<file path="config.mk">
export PLATFORM = sky130hd
export DESIGN_NAME = cfu_tpu_ctrl
export DESIGN_NICKNAME = d
export VERILOG_FILES = /design/src/rtl/cfu_tpu_pkg.sv /design/src/rtl/cfu_lane_mux.sv /design/src/rtl/cfu_tpu_ctrl.sv
export SDC_FILE = /design/constraint.sdc
export NUM_CORES = 1
export LEC_CHECK = 0
export BUFFER_PORTS_ARGS = -buffer_cell sky130_fd_sc_hd__buf_2
export CAP_MARGIN = 25
export CORE_AREA = 3 3 193 195
export DETAILED_ROUTE_END_ITERATION = 7
export DIE_AREA = 0 0 196 198
export PLACE_DENSITY_LB_ADDON = 0.08
export SLEW_MARGIN = 20
export SYNTH_ARGS = -nofsm -noshare
export SYNTH_HDL_FRONTEND = slang
export SYNTH_SLANG_ARGS = --single-unit
</file>
<file path="constraint.sdc">
create_clock -name clk -period 6.8 [get_ports clk]
set_input_delay 1.36 -clock clk [delete_from_list [all_inputs] [get_ports clk]]
set_output_delay 1.36 -clock clk [all_outputs]
set_load 0.05 [all_outputs]
</file>
<file path="src/rtl/cfu_tpu_pkg.sv">
// Shared definitions for the CFU-to-TPU control block:
// opcode constants, FSM state encoding and the busy-reject code.
package cfu_tpu_pkg;

  typedef enum logic [1:0] {
    IDLE   = 2'd0,
    EXEC   = 2'd1,
    RDWAIT = 2'd2,
    RESP   = 2'd3
  } state_e;

  localparam logic [6:0] OP_TPU_RST = 7'd1;
  localparam logic [6:0] OP_SET_K   = 7'd2;
  localparam logic [6:0] OP_GET_K   = 7'd3;
  localparam logic [6:0] OP_SET_M   = 7'd4;
  localparam logic [6:0] OP_GET_M   = 7'd5;
  localparam logic [6:0] OP_SET_N   = 7'd6;
  localparam logic [6:0] OP_GET_N   = 7'd7;
  localparam logic [6:0] OP_WR_A    = 7'd8;
  localparam logic [6:0] OP_RD_A    = 7'd9;
  localparam logic [6:0] OP_WR_B    = 7'd10;
  localparam logic [6:0] OP_RD_B    = 7'd11;
  localparam logic [6:0] OP_START   = 7'd12;
  localparam logic [6:0] OP_BUSY    = 7'd13;
  localparam logic [6:0] OP_RD_C    = 7'd14;
  localparam logic [6:0] OP_SET_PTR = 7'd18;
  localparam logic [6:0] OP_AUTO_A  = 7'd19;
  localparam logic [6:0] OP_AUTO_B  = 7'd20;

  localparam logic [31:0] BUSY_REJECT = 32'hFFFF_FFFF;

  // Buffer reads need the extra RDWAIT cycle for the synchronous RAM.
  function automatic logic isBufRead(input logic [6:0] op);
    return (op == OP_RD_A) || (op == OP_RD_B) || (op == OP_RD_C);
  endfunction

endpackage

</file>
<file path="src/rtl/cfu_lane_mux.sv">
// Selects one 32-bit lane out of a wide C-buffer word; the lane
// number wraps modulo LANES.
module cfu_lane_mux #(
  parameter int LANES = 4
) (
  input  logic [32*LANES-1:0] data_i,
  input  logic [31:0]         sel_i,
  output logic [31:0]         lane_o
);

  logic [31:0] laneIdx;

  assign laneIdx = sel_i % 32'(LANES);

  always_comb begin
    lane_o = '0;
    for (int i = 0; i < LANES; i++) begin
      if (laneIdx == 32'(i)) lane_o = data_i[32*i +: 32];
    end
  end

endmodule

</file>
<file path="src/rtl/cfu_tpu_ctrl.sv">
// CFU command decoder driving the TPU global buffers and control registers.
// Define CFU_TPU_AUTOINC_EN to add pointer-based streaming writes (opcodes 18-20).
module cfu_tpu_ctrl
  import cfu_tpu_pkg::*;
#(
  parameter int ADDR_BITS = 8,
  parameter int LANES     = 4,
  parameter int DIM_BITS  = 32
) (
  input  logic                   clk,
  input  logic                   rst_n,
  input  logic                   cmd_valid,
  output logic                   cmd_ready,
  input  logic [9:0]             cmd_payload_function_id,
  input  logic [31:0]            cmd_payload_inputs_0,
  input  logic [31:0]            cmd_payload_inputs_1,
  output logic                   rsp_valid,
  input  logic                   rsp_ready,
  output logic [31:0]            rsp_payload_outputs_0,
  output logic                   a_wr_en,
  output logic [ADDR_BITS-1:0]   a_index,
  output logic [31:0]            a_data_in,
  input  logic [31:0]            a_data_out,
  output logic                   b_wr_en,
  output logic [ADDR_BITS-1:0]   b_index,
  output logic [31:0]            b_data_in,
  input  logic [31:0]            b_data_out,
  output logic [ADDR_BITS-1:0]   c_index,
  input  logic [32*LANES-1:0]    c_data_out,
  output logic                   tpu_rst_n,
  output logic                   tpu_in_valid,
  input  logic                   tpu_busy,
  output logic [DIM_BITS-1:0]    K,
  output logic [DIM_BITS-1:0]    M,
  output logic [DIM_BITS-1:0]    N
);

  state_e                state_q, state_d;
  logic [6:0]            op_q;
  logic [31:0]           in0_q, in1_q;
  logic [31:0]           rspData_q;
  logic [ADDR_BITS-1:0]  aIndex_q, bIndex_q, cIndex_q;
  logic [31:0]           aData_q, bData_q;
  logic                  tpuRstN_q;
  logic [DIM_BITS-1:0]   k_q, m_q, n_q;
`ifdef CFU_TPU_AUTOINC_EN
  logic [ADDR_BITS-1:0]  aPtr_q, bPtr_q;
`endif

  logic [6:0]            cmdOp;
  logic [ADDR_BITS-1:0]  cmdAddr;
  logic [2:0]            unusedFunctBits;
  logic [31:0]           laneData;
  logic [31:0]           readData;
  logic [31:0]           execData;

  assign cmdOp           = cmd_payload_function_id[9:3];
  assign unusedFunctBits = cmd_payload_function_id[2:0];
  assign cmdAddr         = cmd_payload_inputs_0[ADDR_BITS-1:0];

  cfu_lane_mux #(.LANES(LANES)) uLaneMux (
    .data_i (c_data_out),
    .sel_i  (in1_q),
    .lane_o (laneData)
  );

  always_comb begin
    state_d      = state_q;
    cmd_ready    = 1'b0;
    rsp_valid    = 1'b0;
    a_wr_en      = 1'b0;
    b_wr_en      = 1'b0;
    tpu_in_valid = 1'b0;
    case (state_q)
      IDLE: begin
        cmd_ready = 1'b1;
        if (cmd_valid) state_d = EXEC;
      end
      EXEC: begin
        state_d = isBufRead(op_q) ? RDWAIT : RESP;
        // Side-effect strobes are suppressed while the TPU is running.
        if (!tpu_busy) begin
          case (op_q)
            OP_WR_A:   a_wr_en      = 1'b1;
            OP_WR_B:   b_wr_en      = 1'b1;
            OP_START:  tpu_in_valid = 1'b1;
`ifdef CFU_TPU_AUTOINC_EN
            OP_AUTO_A: a_wr_en      = 1'b1;
            OP_AUTO_B: b_wr_en      = 1'b1;
`endif
            default: ;
          endcase
        end
      end
      RDWAIT: state_d = RESP;
      RESP: begin
        rsp_valid = 1'b1;
        if (rsp_ready) state_d = IDLE;
      end
      default: state_d = IDLE;
    endcase
  end

  always_comb begin
    execData = '0;
    case (op_q)
      OP_GET_K: execData = 32'(k_q);
      OP_GET_M: execData = 32'(m_q);
      OP_GET_N: execData = 32'(n_q);
      OP_WR_A,
      OP_WR_B:  execData = tpu_busy ? BUSY_REJECT : 32'd0;
      OP_START: execData = tpu_busy ? 32'd1 : 32'd0;
      OP_BUSY:  execData = {31'b0, tpu_busy};
`ifdef CFU_TPU_AUTOINC_EN
      OP_AUTO_A,
      OP_AUTO_B: execData = tpu_busy ? BUSY_REJECT : 32'd0;
`endif
      default: execData = '0;
    endcase
  end

  always_comb begin
    case (op_q)
      OP_RD_A: readData = a_data_out;
      OP_RD_B: readData = b_data_out;
      default: readData = laneData;
    endcase
  end

  always_ff @(posedge clk or negedge rst_n) begin
    if (!rst_n) begin
      state_q   <= IDLE;
      op_q      <= '0;
      in0_q     <= '0;
      in1_q     <= '0;
      rspData_q <= '0;
      aIndex_q  <= '0;
      bIndex_q  <= '0;
      cIndex_q  <= '0;
      aData_q   <= '0;
      bData_q   <= '0;
      tpuRstN_q <= 1'b1;
      k_q       <= '0;
      m_q       <= '0;
      n_q       <= '0;
`ifdef CFU_TPU_AUTOINC_EN
      aPtr_q    <= '0;
      bPtr_q    <= '0;
`endif
    end else begin
      state_q <= state_d;
      case (state_q)
        IDLE: begin
          if (cmd_valid) begin
            op_q  <= cmdOp;
            in0_q <= cmd_payload_inputs_0;
            in1_q <= cmd_payload_inputs_1;
            // Indices are loaded at accept so the RAMs see them throughout EXEC.
            case (cmdOp)
              OP_WR_A: begin
                aIndex_q <= cmdAddr;
                aData_q  <= cmd_payload_inputs_1;
              end
              OP_RD_A: aIndex_q <= cmdAddr;
              OP_WR_B: begin
                bIndex_q <= cmdAddr;
                bData_q  <= cmd_payload_inputs_1;
              end
              OP_RD_B: bIndex_q <= cmdAddr;
              OP_RD_C: cIndex_q <= cmdAddr;
`ifdef CFU_TPU_AUTOINC_EN
              OP_AUTO_A: begin
                aIndex_q <= aPtr_q;
                aData_q  <= cmd_payload_inputs_0;
              end
              OP_AUTO_B: begin
                bIndex_q <= bPtr_q;
                bData_q  <= cmd_payload_inputs_0;
              end
`endif
              default: ;
            endcase
          end
        end
        EXEC: begin
          rspData_q <= execData;
          case (op_q)
            OP_TPU_RST: begin
              tpuRstN_q <= in0_q[0];
              k_q       <= '0;
              m_q       <= '0;
              n_q       <= '0;
            end
            OP_SET_K: k_q <= DIM_BITS'(in0_q);
            OP_SET_M: m_q <= DIM_BITS'(in0_q);
            OP_SET_N: n_q <= DIM_BITS'(in0_q);
`ifdef CFU_TPU_AUTOINC_EN
            OP_SET_PTR: begin
              aPtr_q <= in0_q[ADDR_BITS-1:0];
              bPtr_q <= in0_q[ADDR_BITS-1:0];
            end
            OP_AUTO_A: if (!tpu_busy) aPtr_q <= aPtr_q + 1'b1;
            OP_AUTO_B: if (!tpu_busy) bPtr_q <= bPtr_q + 1'b1;
`endif
            default: ;
          endcase
        end
        RDWAIT: rspData_q <= readData;
        default: ;
      endcase
    end
  end

  assign rsp_payload_outputs_0 = rspData_q;
  assign a_index   = aIndex_q;
  assign b_index   = bIndex_q;
  assign c_index   = cIndex_q;
  assign a_data_in = aData_q;
  assign b_data_in = bData_q;
  assign tpu_rst_n = tpuRstN_q;
  assign K = k_q;
  assign M = m_q;
  assign N = n_q;

endmodule
</file>
==> metrics.csv <==
metric;value;unit
H-Tree Depth;1;
DPL Wire Length;33500;um
hold crit path type;reg2reg;
EDFF count, synth;0;
sequential cell area fraction in the yosys report;0.523;
Die X-Extent;196;um
synthesis-to-finish area growth;31.2;%
vias;10100;
pwr/cell area;441;nW/um^2
Reg clk slew, reported paths;0.06;ns
crit-path max cell delay;0.89;ns
Final Hold Fails;0;
first-pass GRT wire length;69100;um
Crit Path Class;reg2out;
worst-path cell chain;buf_4 > nor3_1 > buf_2;
DR vias/cell;5.30;
reg2reg path depth;7;
Hold Startpoint;rsp_payload_outputs_0[30];
Ports;493;
area leader, netlist;dfrtp_1;
drt wl/cell;24.7;um
Post-DRT Antenna Nets;0;
ratio of cells with drive above 1 in the final layout;0.516;
total grt overflow;0;
ranking of synthesized cells by area;dfrtp_1 (52%), mux2_2 (9.0%), a22o_1 (6.8%);
Synth Register Bits;260;
Final Core Density;0.459;
RSZ-0062 raised after global routing;false;
DIE AREA;38800;sq um
Mapped Nets;1246;
Routed WL;47300;um
Mapped Cells;971;
Post-CTS Setup Repair Bufs;0;
Global Route Usage Sum;0.233;
Tmin final;3.96;ns
met3 Usage GRT;0.0616;
initial antenna violation count;9;
hold_buf cts;0;
Worst Skew;0.0146;ns
critical path startpoint category;flop;
worst r2r dst;rsp_payload_outputs_0[7];
root buffer cell;clkbuf_16;
GR Util met1;0.292;
worst-path fanout max;46;
most common cell after layout, fill and taps aside;buf_2;
initial core utilization;0.350;
core box area;35600;sq um
Port-buffer cells;489;
setup violators final;0;
synthesized area;12400;sq um
CP endpoint kind;primary output;
number of CTS-inserted buffers;29;
syn_area_per_cell;12.8;sq um
max-slew violations;0;
Max Fclk;253;MHz
post-synth top area share;0.521;
Nets;1700;
First-pass DRT Iterations;5;
Rel. slew slack;0.321;
peak supply drop;311;uV
CTS tree;built;
Register-to-Register Setup Slack;3.66;ns
largest buffer count on any clock path;3;
total power;7210;uW
Most used DFF post-synth;dfrtp_1;
CTS resizes;0;
vias in the first global route;10400;
worst skew pair latency;0.54;ns
Slowest cell on crit path;dfrtp_4;
commonest non-fill, non-tap cells in the layout;buf_2 (488), dfrtp_1 (256), mux2_2 (100);
RD Place Congestion;0.798;
ys async rst share;1.00;
CP arrival;2.60;ns
setup_tns;0;ns
initial DRC count;488;
CTS Sinks;260;
placement row count;69;
Hold EP;rsp_payload_outputs_0[30];
Final period util;0.582;
leakage;0.00845;uW
synth warn;0;
Max Cap Violations;0;
Die Height;198;um
GRT met2 Usage;0.404;
Top Usage Layer GRT;met2;
status;completed;
largest net degree at the start of global routing;103;
DRC;0;
WHS Path Cells;2;
Critical Path RT;5.44;ns
worst r2r src;op_q[1];
Netlist cell types;56;
Worst Tran Pin Value;1.02;ns
logic make-up (layout without fill, tap and decap cells):
family	count (synthesis)	in the layout	share of synthesized area
compound gates	236	236	0.142
xor+xnor	2	2	0.00141
fa+ha+maj	4	4	0.00402
buf+inv	86	562	0.0346
flops	260	260	0.523
mux	225	225	0.235
other cells	0	7	0
simple gates	158	158	0.0601
metal layers:
| metal | wire, um | vias up |
|---|---|---|
| met1 | 19000 | 5127 |
| met4 | 1140 | 6 |
| met2 | 23300 | 392 |
| met5 | 38 | - |
| li1 | - | 4555 |
| met3 | 3840 | 61 |
layout make-up:
cell class | count | area, sq um
fill | 3435 | 19200
sequential | 260 | 6510
multi-input combinational | 625 | 5600
timing repair buffer | 505 | 2620
clock buffer | 35 | 808
tap | 461 | 577
clock inverter | 18 | 190
antenna | 7 | 17.5
inverter | 4 | 15.0
state kept, by name, summed over array words and instances (netlist names):
register and cells:
a_index 8, op_q 7, in0_q 32, N 32, a_data_in 32, b_data_in 32, rsp_payload_outputs_0 32, tpu_rst_n 1
K 32, in1_q 2, M 32, b_index 8, c_index 8, state_q 2
synth_stat cells, types with 3 or more instances:
library cell	number
buf_2	13
mux2i_1	62
inv_1	4
nor2b_1	5
buf_12	3
o211ai_1	31
buf_6	3
o21ai_1	8
buf_4	5
a31oi_1	30
nor3_1	4
a22o_1	96
mux4_2	32
clkbuf_1	43
nor2_1	66
buf_1	14
a21oi_1	3
mux2_4	30
nand3_1	4
mux2_2	100
o21ai_0	31
ha_1	4
a21o_1	29
nand2_1	53
dfrtp_1	259
worst max-delay path by stage:
stage	start	end	depth (start not counted)	slack (ns)
4_1_cts	op_q[1]	a_wr_en	3	2.68
5_1_grt	op_q[1]	a_wr_en	3	2.74
2_1_floorplan	tpu_busy	tpu_in_valid	3	2.44
3_3_place_gp	cmd_payload_function_id[8]	a_data_in[0]	5	2.67
6_report	op_q[1]	a_wr_en	3	2.84
3_5_place_dp	cmd_payload_function_id[8]	a_data_in[0]	6	2.78
worst max-delay path: cells and delay by family, from the launching register on:
family | cells | cell delay [ns]
simple gates | 1 | 0.13
buf+inv | 2 | 0.99
flops | 1 | 0.89
power breakdown:
group	total (uW)	switching, uW	leakage (uW)	internal [uW]
sequential	2500	533	0.00342	1970
combinational	3080	2020	0.00455	1060
clock	1630	667	0.000477	962
stage by stage:
stage | instances | setup slack [ns] | area, sq um | hold slack (ns)
detailed placement | 1854 | 2.78 | 15300 | 0.471
global placement | 1852 | 2.67 | 15300 | 0.468
CTS | 1907 | 2.68 | 16300 | 0.496
global route | 1912 | 2.74 | 16300 | 0.509
floorplan | 971 | 2.44 | 12400 | 0.513
finish | 1915 | 2.84 | 16300 | 0.495
Power figures use the tool's default switching activity.
